## src/rtl/rom_load_pkg.sv

```systemverilog
// Shared types and default ZigZag ROM image layout for the ROM load sequencer.
package rom_load_pkg;

    typedef enum logic [2:0] {
        IDLE,
        LOAD,
        HOLD,
        RUN,
        FAIL
    } state_t;

    typedef enum logic [1:0] {
        R_NONE,
        R_PROG,
        R_GFX,
        R_PROM
    } region_t;

    localparam int ADDR_W = 25;

    localparam int ZZ_PROG_SIZE   = 16384;
    localparam int ZZ_GFX_SIZE    = 4096;
    localparam int ZZ_PROM_SIZE   = 32;
    localparam int ZZ_HOLD_CYCLES = 1024;

endpackage

```

## src/rtl/rom_load_if.sv

```systemverilog
// ioctl download stream in, region write port out.
interface rom_load_if;
    import rom_load_pkg::*;

    logic              ioctl_download;
    logic              ioctl_wr;
    logic [ADDR_W-1:0] ioctl_addr;
    logic [7:0]        ioctl_dout;

    logic [15:0]       dn_addr;
    logic [7:0]        dn_data;
    logic              prog_we;
    logic              gfx_we;
    logic              prom_we;

    modport master (
        output ioctl_download,
        output ioctl_wr,
        output ioctl_addr,
        output ioctl_dout,
        input  dn_addr,
        input  dn_data,
        input  prog_we,
        input  gfx_we,
        input  prom_we
    );

    modport slave (
        input  ioctl_download,
        input  ioctl_wr,
        input  ioctl_addr,
        input  ioctl_dout,
        output dn_addr,
        output dn_data,
        output prog_we,
        output gfx_we,
        output prom_we
    );

endinterface

```

## src/rtl/rom_region_decode.sv

```systemverilog
// Image byte offset to ROM region plus region-relative address.
module rom_region_decode
    import rom_load_pkg::*;
#(
    parameter int PROG_SIZE = ZZ_PROG_SIZE,
    parameter int GFX_SIZE  = ZZ_GFX_SIZE,
    parameter int PROM_SIZE = ZZ_PROM_SIZE
) (
    input  logic [ADDR_W-1:0] addr,
    output region_t           region,
    output logic [15:0]       offset
);

    localparam logic [ADDR_W-1:0] B_GFX  = ADDR_W'(PROG_SIZE);
    localparam logic [ADDR_W-1:0] B_PROM = ADDR_W'(PROG_SIZE + GFX_SIZE);
    localparam logic [ADDR_W-1:0] B_END  =
        ADDR_W'(PROG_SIZE + GFX_SIZE + PROM_SIZE);

    always_comb begin
        region = R_NONE;
        offset = '0;
        unique case (1'b1)
            (addr < B_GFX): begin
                region = R_PROG;
                offset = addr[15:0];
            end
            (addr >= B_GFX && addr < B_PROM): begin
                region = R_GFX;
                offset = 16'(addr - B_GFX);
            end
            (addr >= B_PROM && addr < B_END): begin
                region = R_PROM;
                offset = 16'(addr - B_PROM);
            end
            default: ;
        endcase
    end

endmodule

```

## src/rtl/rom_load_sequencer.sv

```systemverilog
// Routes the HPS ROM download into the core ROM regions and owns core reset.
module rom_load_sequencer
    import rom_load_pkg::*;
#(
    parameter int PROG_SIZE   = ZZ_PROG_SIZE,
    parameter int GFX_SIZE    = ZZ_GFX_SIZE,
    parameter int PROM_SIZE   = ZZ_PROM_SIZE,
    parameter int HOLD_CYCLES = ZZ_HOLD_CYCLES
) (
    input  logic        clk_sys,
    input  logic        reset,
    rom_load_if.slave   bus,
    input  logic        user_reset,
    output logic        core_reset,
    output logic        load_done,
    output logic        load_err,
    output logic [15:0] byte_count
);

    localparam int TOT = PROG_SIZE + GFX_SIZE + PROM_SIZE;
    localparam int HW  = $clog2(HOLD_CYCLES);
    localparam logic [HW-1:0]     HOLD_LAST = HW'(HOLD_CYCLES - 1);
    localparam logic [ADDR_W-1:0] TOT_A     = ADDR_W'(TOT);

    state_t        state;
    logic          dl_q;
    logic [HW-1:0] hold_cnt;
    region_t       region;
    logic [15:0]   offset;
    logic [15:0]   dn_addr_q;
    logic [7:0]    dn_data_q;
    logic          prog_q;
    logic          gfx_q;
    logic          prom_q;
    logic          rise;
    logic          fall;
    logic [15:0]   cnt_nx;
    logic          err_nx;

    rom_region_decode #(
        .PROG_SIZE (PROG_SIZE),
        .GFX_SIZE  (GFX_SIZE),
        .PROM_SIZE (PROM_SIZE)
    ) u_decode (
        .addr   (bus.ioctl_addr),
        .region (region),
        .offset (offset)
    );

    assign rise = bus.ioctl_download & ~dl_q;
    assign fall = ~bus.ioctl_download & dl_q;

    // Count and error as they stand after this cycle's byte, if any
    always_comb begin
        cnt_nx = byte_count;
        err_nx = load_err;
        if (bus.ioctl_wr) begin
            if (byte_count != 16'hFFFF) cnt_nx = byte_count + 16'd1;
            if (region == R_NONE ||
                bus.ioctl_addr != {{(ADDR_W-16){1'b0}}, byte_count})
                err_nx = 1'b1;
        end
    end

    always_ff @(posedge clk_sys) begin
        if (reset) begin
            state      <= IDLE;
            dl_q       <= 1'b0;
            hold_cnt   <= '0;
            dn_addr_q  <= '0;
            dn_data_q  <= '0;
            prog_q     <= 1'b0;
            gfx_q      <= 1'b0;
            prom_q     <= 1'b0;
            core_reset <= 1'b1;
            load_done  <= 1'b0;
            load_err   <= 1'b0;
            byte_count <= '0;
        end else begin
            dl_q   <= bus.ioctl_download;
            prog_q <= 1'b0;
            gfx_q  <= 1'b0;
            prom_q <= 1'b0;
            if (rise && state != LOAD) begin
                state      <= LOAD;
                core_reset <= 1'b1;
                load_done  <= 1'b0;
                load_err   <= 1'b0;
                byte_count <= '0;
            end else begin
                unique case (state)
                    IDLE, FAIL: core_reset <= 1'b1;
                    LOAD: begin
                        if (bus.ioctl_wr) begin
                            dn_addr_q <= offset;
                            dn_data_q <= bus.ioctl_dout;
                            prog_q    <= (region == R_PROG);
                            gfx_q     <= (region == R_GFX);
                            prom_q    <= (region == R_PROM);
                        end
                        byte_count <= cnt_nx;
                        load_err   <= err_nx;
                        if (fall) begin
                            if ({{(ADDR_W-16){1'b0}}, cnt_nx} == TOT_A &&
                                !err_nx) begin
                                state    <= HOLD;
                                hold_cnt <= '0;
                            end else begin
                                state    <= FAIL;
                                load_err <= 1'b1;
                            end
                        end
                    end
                    HOLD: begin
                        if (hold_cnt == HOLD_LAST) begin
                            state      <= RUN;
                            load_done  <= 1'b1;
                            core_reset <= user_reset;
                        end else begin
                            hold_cnt <= hold_cnt + 1'b1;
                        end
                    end
                    RUN: core_reset <= user_reset;
                    default: state <= IDLE;
                endcase
            end
        end
    end

    assign bus.dn_addr = dn_addr_q;
    assign bus.dn_data = dn_data_q;
    assign bus.prog_we = prog_q;
    assign bus.gfx_we  = gfx_q;
    assign bus.prom_we = prom_q;

endmodule

```

## src/flat_wrapper.sv

```systemverilog
// flat-port wrapper written by rule: the top's interface ports become plain ports
module rom_load_sequencer_flat import rom_load_pkg::*;
#(
    parameter int PROG_SIZE   = ZZ_PROG_SIZE,
    parameter int GFX_SIZE    = ZZ_GFX_SIZE,
    parameter int PROM_SIZE   = ZZ_PROM_SIZE,
    parameter int HOLD_CYCLES = ZZ_HOLD_CYCLES
)
  (clk_sys, reset, user_reset, core_reset, load_done, load_err, byte_count, bus_ioctl_download, bus_ioctl_wr, bus_ioctl_addr, bus_ioctl_dout, bus_dn_addr, bus_dn_data, bus_prog_we, bus_gfx_we, bus_prom_we);
  rom_load_if bus_i ();
  input  logic clk_sys;
  input  logic reset;
  input  logic user_reset;
  output logic core_reset;
  output logic load_done;
  output logic load_err;
  output logic [15:0] byte_count;
  input wire logic [$bits(bus_i.ioctl_download)-1:0] bus_ioctl_download;
  input wire logic [$bits(bus_i.ioctl_wr)-1:0] bus_ioctl_wr;
  input wire logic [$bits(bus_i.ioctl_addr)-1:0] bus_ioctl_addr;
  input wire logic [$bits(bus_i.ioctl_dout)-1:0] bus_ioctl_dout;
  output wire logic [$bits(bus_i.dn_addr)-1:0] bus_dn_addr;
  output wire logic [$bits(bus_i.dn_data)-1:0] bus_dn_data;
  output wire logic [$bits(bus_i.prog_we)-1:0] bus_prog_we;
  output wire logic [$bits(bus_i.gfx_we)-1:0] bus_gfx_we;
  output wire logic [$bits(bus_i.prom_we)-1:0] bus_prom_we;
  assign bus_i.ioctl_download = bus_ioctl_download;
  assign bus_i.ioctl_wr = bus_ioctl_wr;
  assign bus_i.ioctl_addr = bus_ioctl_addr;
  assign bus_i.ioctl_dout = bus_ioctl_dout;
  assign bus_dn_addr = bus_i.dn_addr;
  assign bus_dn_data = bus_i.dn_data;
  assign bus_prog_we = bus_i.prog_we;
  assign bus_gfx_we = bus_i.gfx_we;
  assign bus_prom_we = bus_i.prom_we;
  rom_load_sequencer #(.PROG_SIZE(PROG_SIZE), .GFX_SIZE(GFX_SIZE), .PROM_SIZE(PROM_SIZE), .HOLD_CYCLES(HOLD_CYCLES)) u_core (.clk_sys(clk_sys), .reset(reset), .bus(bus_i), .user_reset(user_reset), .core_reset(core_reset), .load_done(load_done), .load_err(load_err), .byte_count(byte_count));
endmodule
```

## config.mk

```make
export PLATFORM = sky130hd
export DESIGN_NAME = rom_load_sequencer_flat
export DESIGN_NICKNAME = d
export VERILOG_FILES = /design/src/rtl/rom_load_pkg.sv /design/src/rtl/rom_load_if.sv /design/src/rtl/rom_region_decode.sv /design/src/rtl/rom_load_sequencer.sv /design/src/flat_wrapper.sv
export SDC_FILE = /design/constraint.sdc
export NUM_CORES = 1
export LEC_CHECK = 0
export CELL_PAD_IN_SITES_DETAIL_PLACEMENT = 0
export CELL_PAD_IN_SITES_GLOBAL_PLACEMENT = 1
export CORE_MARGIN = 2
export CORE_UTILIZATION = 36
export DETAILED_ROUTE_END_ITERATION = 7
export PLACE_DENSITY_LB_ADDON = 0.08
export SLEW_MARGIN = 20
export SYNTH_ARGS = -nofsm -noshare
export SYNTH_HDL_FRONTEND = slang
export SYNTH_SLANG_ARGS = --single-unit
```

## constraint.sdc

```tcl
create_clock -name clk_sys -period 2.76 [get_ports clk_sys]
set_input_delay 0.69 -clock clk_sys [delete_from_list [all_inputs] [get_ports clk_sys]]
set_output_delay 0.69 -clock clk_sys [all_outputs]
set_load 0.01 [all_outputs]
```

==> flow_results.xml <==
<?xml version="1.0" encoding="UTF-8"?>
<metrics>
  <group name="status">
    <metric name="run_status" unit="">finished, final reports clean</metric>
  </group>
  <group name="clock_tree">
    <metric name="clockBufferDepth" unit="">2</metric>
    <metric name="cts_inserted_buffers" unit="">9</metric>
    <metric name="clock_latency" unit="ns">0.34</metric>
    <metric name="cts.root.buffer_cell" unit="">clkbuf_8</metric>
    <metric name="holdBufCountCts" unit="">0</metric>
    <metric name="cts_sinks" unit="">60</metric>
    <metric name="cts.reportedPaths.clkPinSlew" unit="ns">0.06</metric>
    <metric name="clock_tree_from_tritoncts" unit="">yes</metric>
    <metric name="ctsHtreeMaxLevel" unit="">3</metric>
  </group>
  <group name="global_route">
    <metric name="grt_max_degree" unit="">26</metric>
    <metric name="gr-total-overflow" unit="">0</metric>
    <metric name="initial_antenna_violation_count" unit="">0</metric>
    <metric name="first_pass_grt_wire_length" unit="mm">15.6</metric>
    <metric name="first_global_vias" unit="">3178</metric>
    <metric name="all_layer_global_routing_usage" unit="%">19.7</metric>
  </group>
  <group name="setup_path">
    <metric name="slowest_stage" unit="">or4_4</metric>
    <metric name="crit-reg2reg-launch" unit="">u_core.byte_count[1]</metric>
    <metric name="critPathLaunchType" unit="">input pin</metric>
    <metric name="worst_setup_path_end_kind" unit="">flip-flop</metric>
    <metric name="cp_common_cell" unit="">buf_4</metric>
    <metric name="r2r_setup_slack" unit="ns">0.33</metric>
    <metric name="timing.critical_path.cells" unit="">clkdlybuf4s50_1 -&gt; or4_4 -&gt; nor4_4 -&gt; buf_4 -&gt; buf_4 -&gt; o21ai_0 -&gt; a21o_1 -&gt; or3_4 -&gt; a21oi_2</metric>
    <metric name="worstReg2RegEnd" unit="">u_core.hold_cnt[6]</metric>
    <metric name="max_stage_delay" unit="ns">0.56</metric>
    <metric name="critPathRequiredTime" unit="ns">3.03</metric>
    <metric name="timing.reg2reg.worst_path_depth" unit="">9</metric>
    <metric name="crit_family" unit="">simple AND/OR/NAND/NOR gates</metric>
    <metric name="timing.critical_path.buf_inv" unit="">3</metric>
    <metric name="criticalPathCategory" unit="">input pin to flip-flop</metric>
    <metric name="worst-endpoint-arrival" unit="ns">2.95</metric>
    <metric name="worstPathMaxFanout" unit="">3</metric>
  </group>
  <group name="routing">
    <metric name="detail_route.first_pass.iterations" unit="">4</metric>
    <metric name="viasPerCell" unit="">5.22</metric>
    <metric name="drc_errors" unit="">0</metric>
    <metric name="dr_total_vias" unit="">3302</metric>
    <metric name="wl_per_cell" unit="um">14.9</metric>
    <metric name="ant_nets" unit="">0</metric>
    <metric name="wirelength" unit="mm">9.42</metric>
    <metric name="drt_first_iter_violations" unit="">100</metric>
  </group>
  <group name="placed_design">
    <metric name="instance_area_after_placement" unit="sq um">4460</metric>
    <metric name="port-buffer-count" unit="">83</metric>
    <metric name="globalplace.congestion" unit="">0.855</metric>
    <metric name="place.detailed.hpwl" unit="mm">7.04</metric>
  </group>
  <group name="power_and_ir_drop">
    <metric name="lkg_pwr" unit="nW">1.74</metric>
    <metric name="vdd.ir_drop.worst" unit="mV">0.260</metric>
    <metric name="power_per_cell_area" unit="nW/um^2">399</metric>
    <metric name="power.total" unit="mW">1.88</metric>
  </group>
  <group name="sta">
    <metric name="portion_of_the_clock_cycle_consumed_by_the_worst_path_in_the_final_layout" unit="%">97.2</metric>
    <metric name="maxClockFrequency" unit="MHz">373</metric>
    <metric name="finalClockSkew" unit="ns">0.0105</metric>
    <metric name="worst_slew_margin_rel" unit="%">72.9</metric>
    <metric name="timing.final.crit_period" unit="ns">2.68</metric>
    <metric name="report.final.setup_viol" unit="">0</metric>
    <metric name="maxSlewViolCount" unit="">0</metric>
    <metric name="finalHoldViolCount" unit="">0</metric>
    <metric name="actual_slew_at_the_worst_max_slew_pin" unit="ns">0.403</metric>
  </group>
  <group name="cells_and_area">
    <metric name="area_growth_syn_to_layout" unit="%">43.9</metric>
    <metric name="layout-drive-gt1-share" unit="%">16.0</metric>
    <metric name="layout.nets" unit="">565</metric>
    <metric name="finish.instance_area" unit="sq um">4720</metric>
    <metric name="final_core_utilization" unit="%">53.8</metric>
    <metric name="n_antenna_cell" unit="">0</metric>
  </group>
  <group name="die">
    <metric name="core.rowCount" unit="">34</metric>
    <metric name="die_y" unit="um">99.4</metric>
    <metric name="starting_utilization_of_the_core_area" unit="%">37.4</metric>
    <metric name="number_of_ports_placed_on_the_die_boundary" unit="">84</metric>
    <metric name="die-area" unit="sq um">9890</metric>
    <metric name="core_region_area" unit="sq um">8760</metric>
    <metric name="die_x" unit="um">99.4</metric>
  </group>
  <group name="logic_synthesis">
    <metric name="synth_area_leader_cell" unit="">dfxtp_1</metric>
    <metric name="synth-seq-cells" unit="">60</metric>
    <metric name="synthTopCellsByCount" unit="">60 x dfxtp_1, 47 x nand2_1, 47 x nor2_1, 26 x xor2_1, 20 x clkbuf_1</metric>
    <metric name="average_footprint_of_a_synthesized_cell" unit="sq um">8.06</metric>
    <metric name="synth-edff-count" unit="">0</metric>
    <metric name="yosys_warnings" unit="">0</metric>
    <metric name="synth_top_area_share" unit="%">36.6</metric>
    <metric name="predominant_post_synthesis_flop_cell" unit="">dfxtp_1</metric>
    <metric name="asyncSetResetFlopFracSynth" unit="%">0</metric>
    <metric name="yosys.cell_count.top_type" unit="">dfxtp_1</metric>
    <metric name="synth_cell_type_count" unit="">54</metric>
    <metric name="post_synth_instance_area" unit="sq um">3280</metric>
    <metric name="synthesis.instances" unit="">407</metric>
    <metric name="synth_seq_area_share" unit="%">36.6</metric>
    <metric name="syn_nets" unit="">451</metric>
    <metric name="synthTopCellsByArea" unit="">dfxtp_1 37%, xor2_1 6.9%, nand2_1 5.4%, nor2_1 5.4%, xnor2_1 3.5%</metric>
  </group>
  <group name="run">
    <metric name="drv.max_cap_violation_count" unit="">0</metric>
  </group>
  <group name="min_path">
    <metric name="holdCritStartpoint" unit="">u_core.bus.dn_data[1]</metric>
    <metric name="worst_hold_path.endpoint" unit="">u_core.bus.dn_data[1]</metric>
    <metric name="class_of_the_worst_hold_path" unit="">flip-flop to flip-flop</metric>
    <metric name="min_path_cells" unit="">2</metric>
  </group>
</metrics>
==> cell usage in the layout, fill, tap and decap left out, types with 3 or more instances in the layout <==
master | Yosys | final
and3_1 | 6 | 6
nand3_1 | 10 | 10
o211ai_1 | 4 | 4
or2_2 | 3 | 3
nand2b_1 | 3 | 3
nand3b_1 | 4 | 4
ha_1 | 6 | 6
clkbuf_1 | 20 | 3
inv_1 | 11 | 11
xnor2_1 | 13 | 13
clkbuf_8 | 0 | 10
nor2b_1 | 3 | 3
nor3_1 | 17 | 17
or3_1 | 5 | 4
and2_1 | 4 | 4
clkdlybuf4s50_1 | 0 | 83
nor4_4 | 1 | 3
nor2_1 | 47 | 47
a22oi_1 | 15 | 15
o21ai_0 | 13 | 13
nor4_1 | 11 | 10
a21oi_1 | 19 | 18
nand2_1 | 47 | 47
nand4_1 | 12 | 12
dfxtp_1 | 60 | 60
xor2_1 | 26 | 26
a211oi_1 | 4 | 4
buf_4 | 5 | 48
==> how the worst max path moves through the flow <==
stage	end	cells after the start	from
after floorplan	u_core.hold_cnt[0]	7	bus_ioctl_addr[10]
after global placement	u_core.hold_cnt[5]	9	bus_ioctl_addr[10]
after detailed placement	u_core.hold_cnt[4]	9	bus_ioctl_addr[10]
after CTS	u_core.hold_cnt[6]	9	bus_ioctl_addr[10]
after global routing	u_core.bus.dn_addr[14]	10	bus_ioctl_addr[10]
final	u_core.bus.prom_we	9	bus_ioctl_addr[10]
==> logic make-up (layout without fill, tap and decap cells) <==
| group | after synthesis | in the layout | synth area share, % |
|---|---|---|---|
| buffers and inverters | 40 | 158 | 5.30 |
| XOR/XNOR | 39 | 39 | 10.4 |
| AO/OA/AOI/OAI | 74 | 74 | 15.0 |
| adder cells (fa/ha/maj) | 6 | 6 | 2.29 |
| AND/OR/NAND/NOR | 186 | 186 | 29.8 |
| flip-flops | 60 | 60 | 36.6 |
| multiplexers | 2 | 2 | 0.610 |
==> cell type report <==
class	instances	area (sq um)
Sequential cell	60	1200
Timing Repair Buffer	132	1200
Fill cell	873	4050
Inverter	11	41.3
Clock buffer	13	149
Multi-Input combinational cell	307	1950
Tap cell	108	135
Clock inverter	2	35.0
==> state kept, by name, summed over array words and instances, names as in the netlist <==
register,count
u_core.bus.dn_addr,16
u_core.bus.dn_data,8
u_core.bus.gfx_we,1
u_core.bus.prog_we,1
u_core.bus.prom_we,1
u_core.byte_count,16
u_core.core_reset,1
u_core.dl_q,1
u_core.hold_cnt,10
u_core.load_done,1
u_core.load_err,1
u_core.state,3
==> worst min-delay path: cells and delay by family (launching register included) <==
family | cells | cell delay, ns
simple gates | 1 | 0.05
flops | 1 | 0.31
compound gates | 1 | 0.05
==> per-layer routing <==
layer | GRT usage (%) | part of all wire (%) | wire length, um | up-vias
met4 | 9.59 | 2.4 | 225 | 0
li1 | - | - | - | 1658
met3 | 3.65 | 4.0 | 378 | 17
met2 | 32.8 | 49 | 4640 | 87
met5 | 0 | 0 | 0 | -
met1 | 24.3 | 44 | 4170 | 1540
==> what timing repair did <==
action                                  CTS  global route
buffers inserted                          0             3
endpoints found under the setup margin    0            19
gates resized for setup                   0            10
==> power by group <==
part / switching [mW] / internal (mW) / total (mW)
sequential: 0.00945 / 0.875 / 0.884
clock: 0.345 / 0.437 / 0.782
combinational: 0.102 / 0.112 / 0.214
total: 0.457 / 1.42 / 1.88
==> through the flow <==
stage	setup TNS [ns]	instances	setup slack, ns	hold slack [ns]
finish	0	633	0.0783	0.455
global route	-0.00217	633	-0.00217	0.478
CTS	0	630	0.0143	0.457
detailed placement	-5.54	615	-0.342	0.448
global placement	-4.75	615	-0.303	0.440
floorplan	0	407	0.256	0.474
Note: power is estimated with default switching activity, not from simulation.
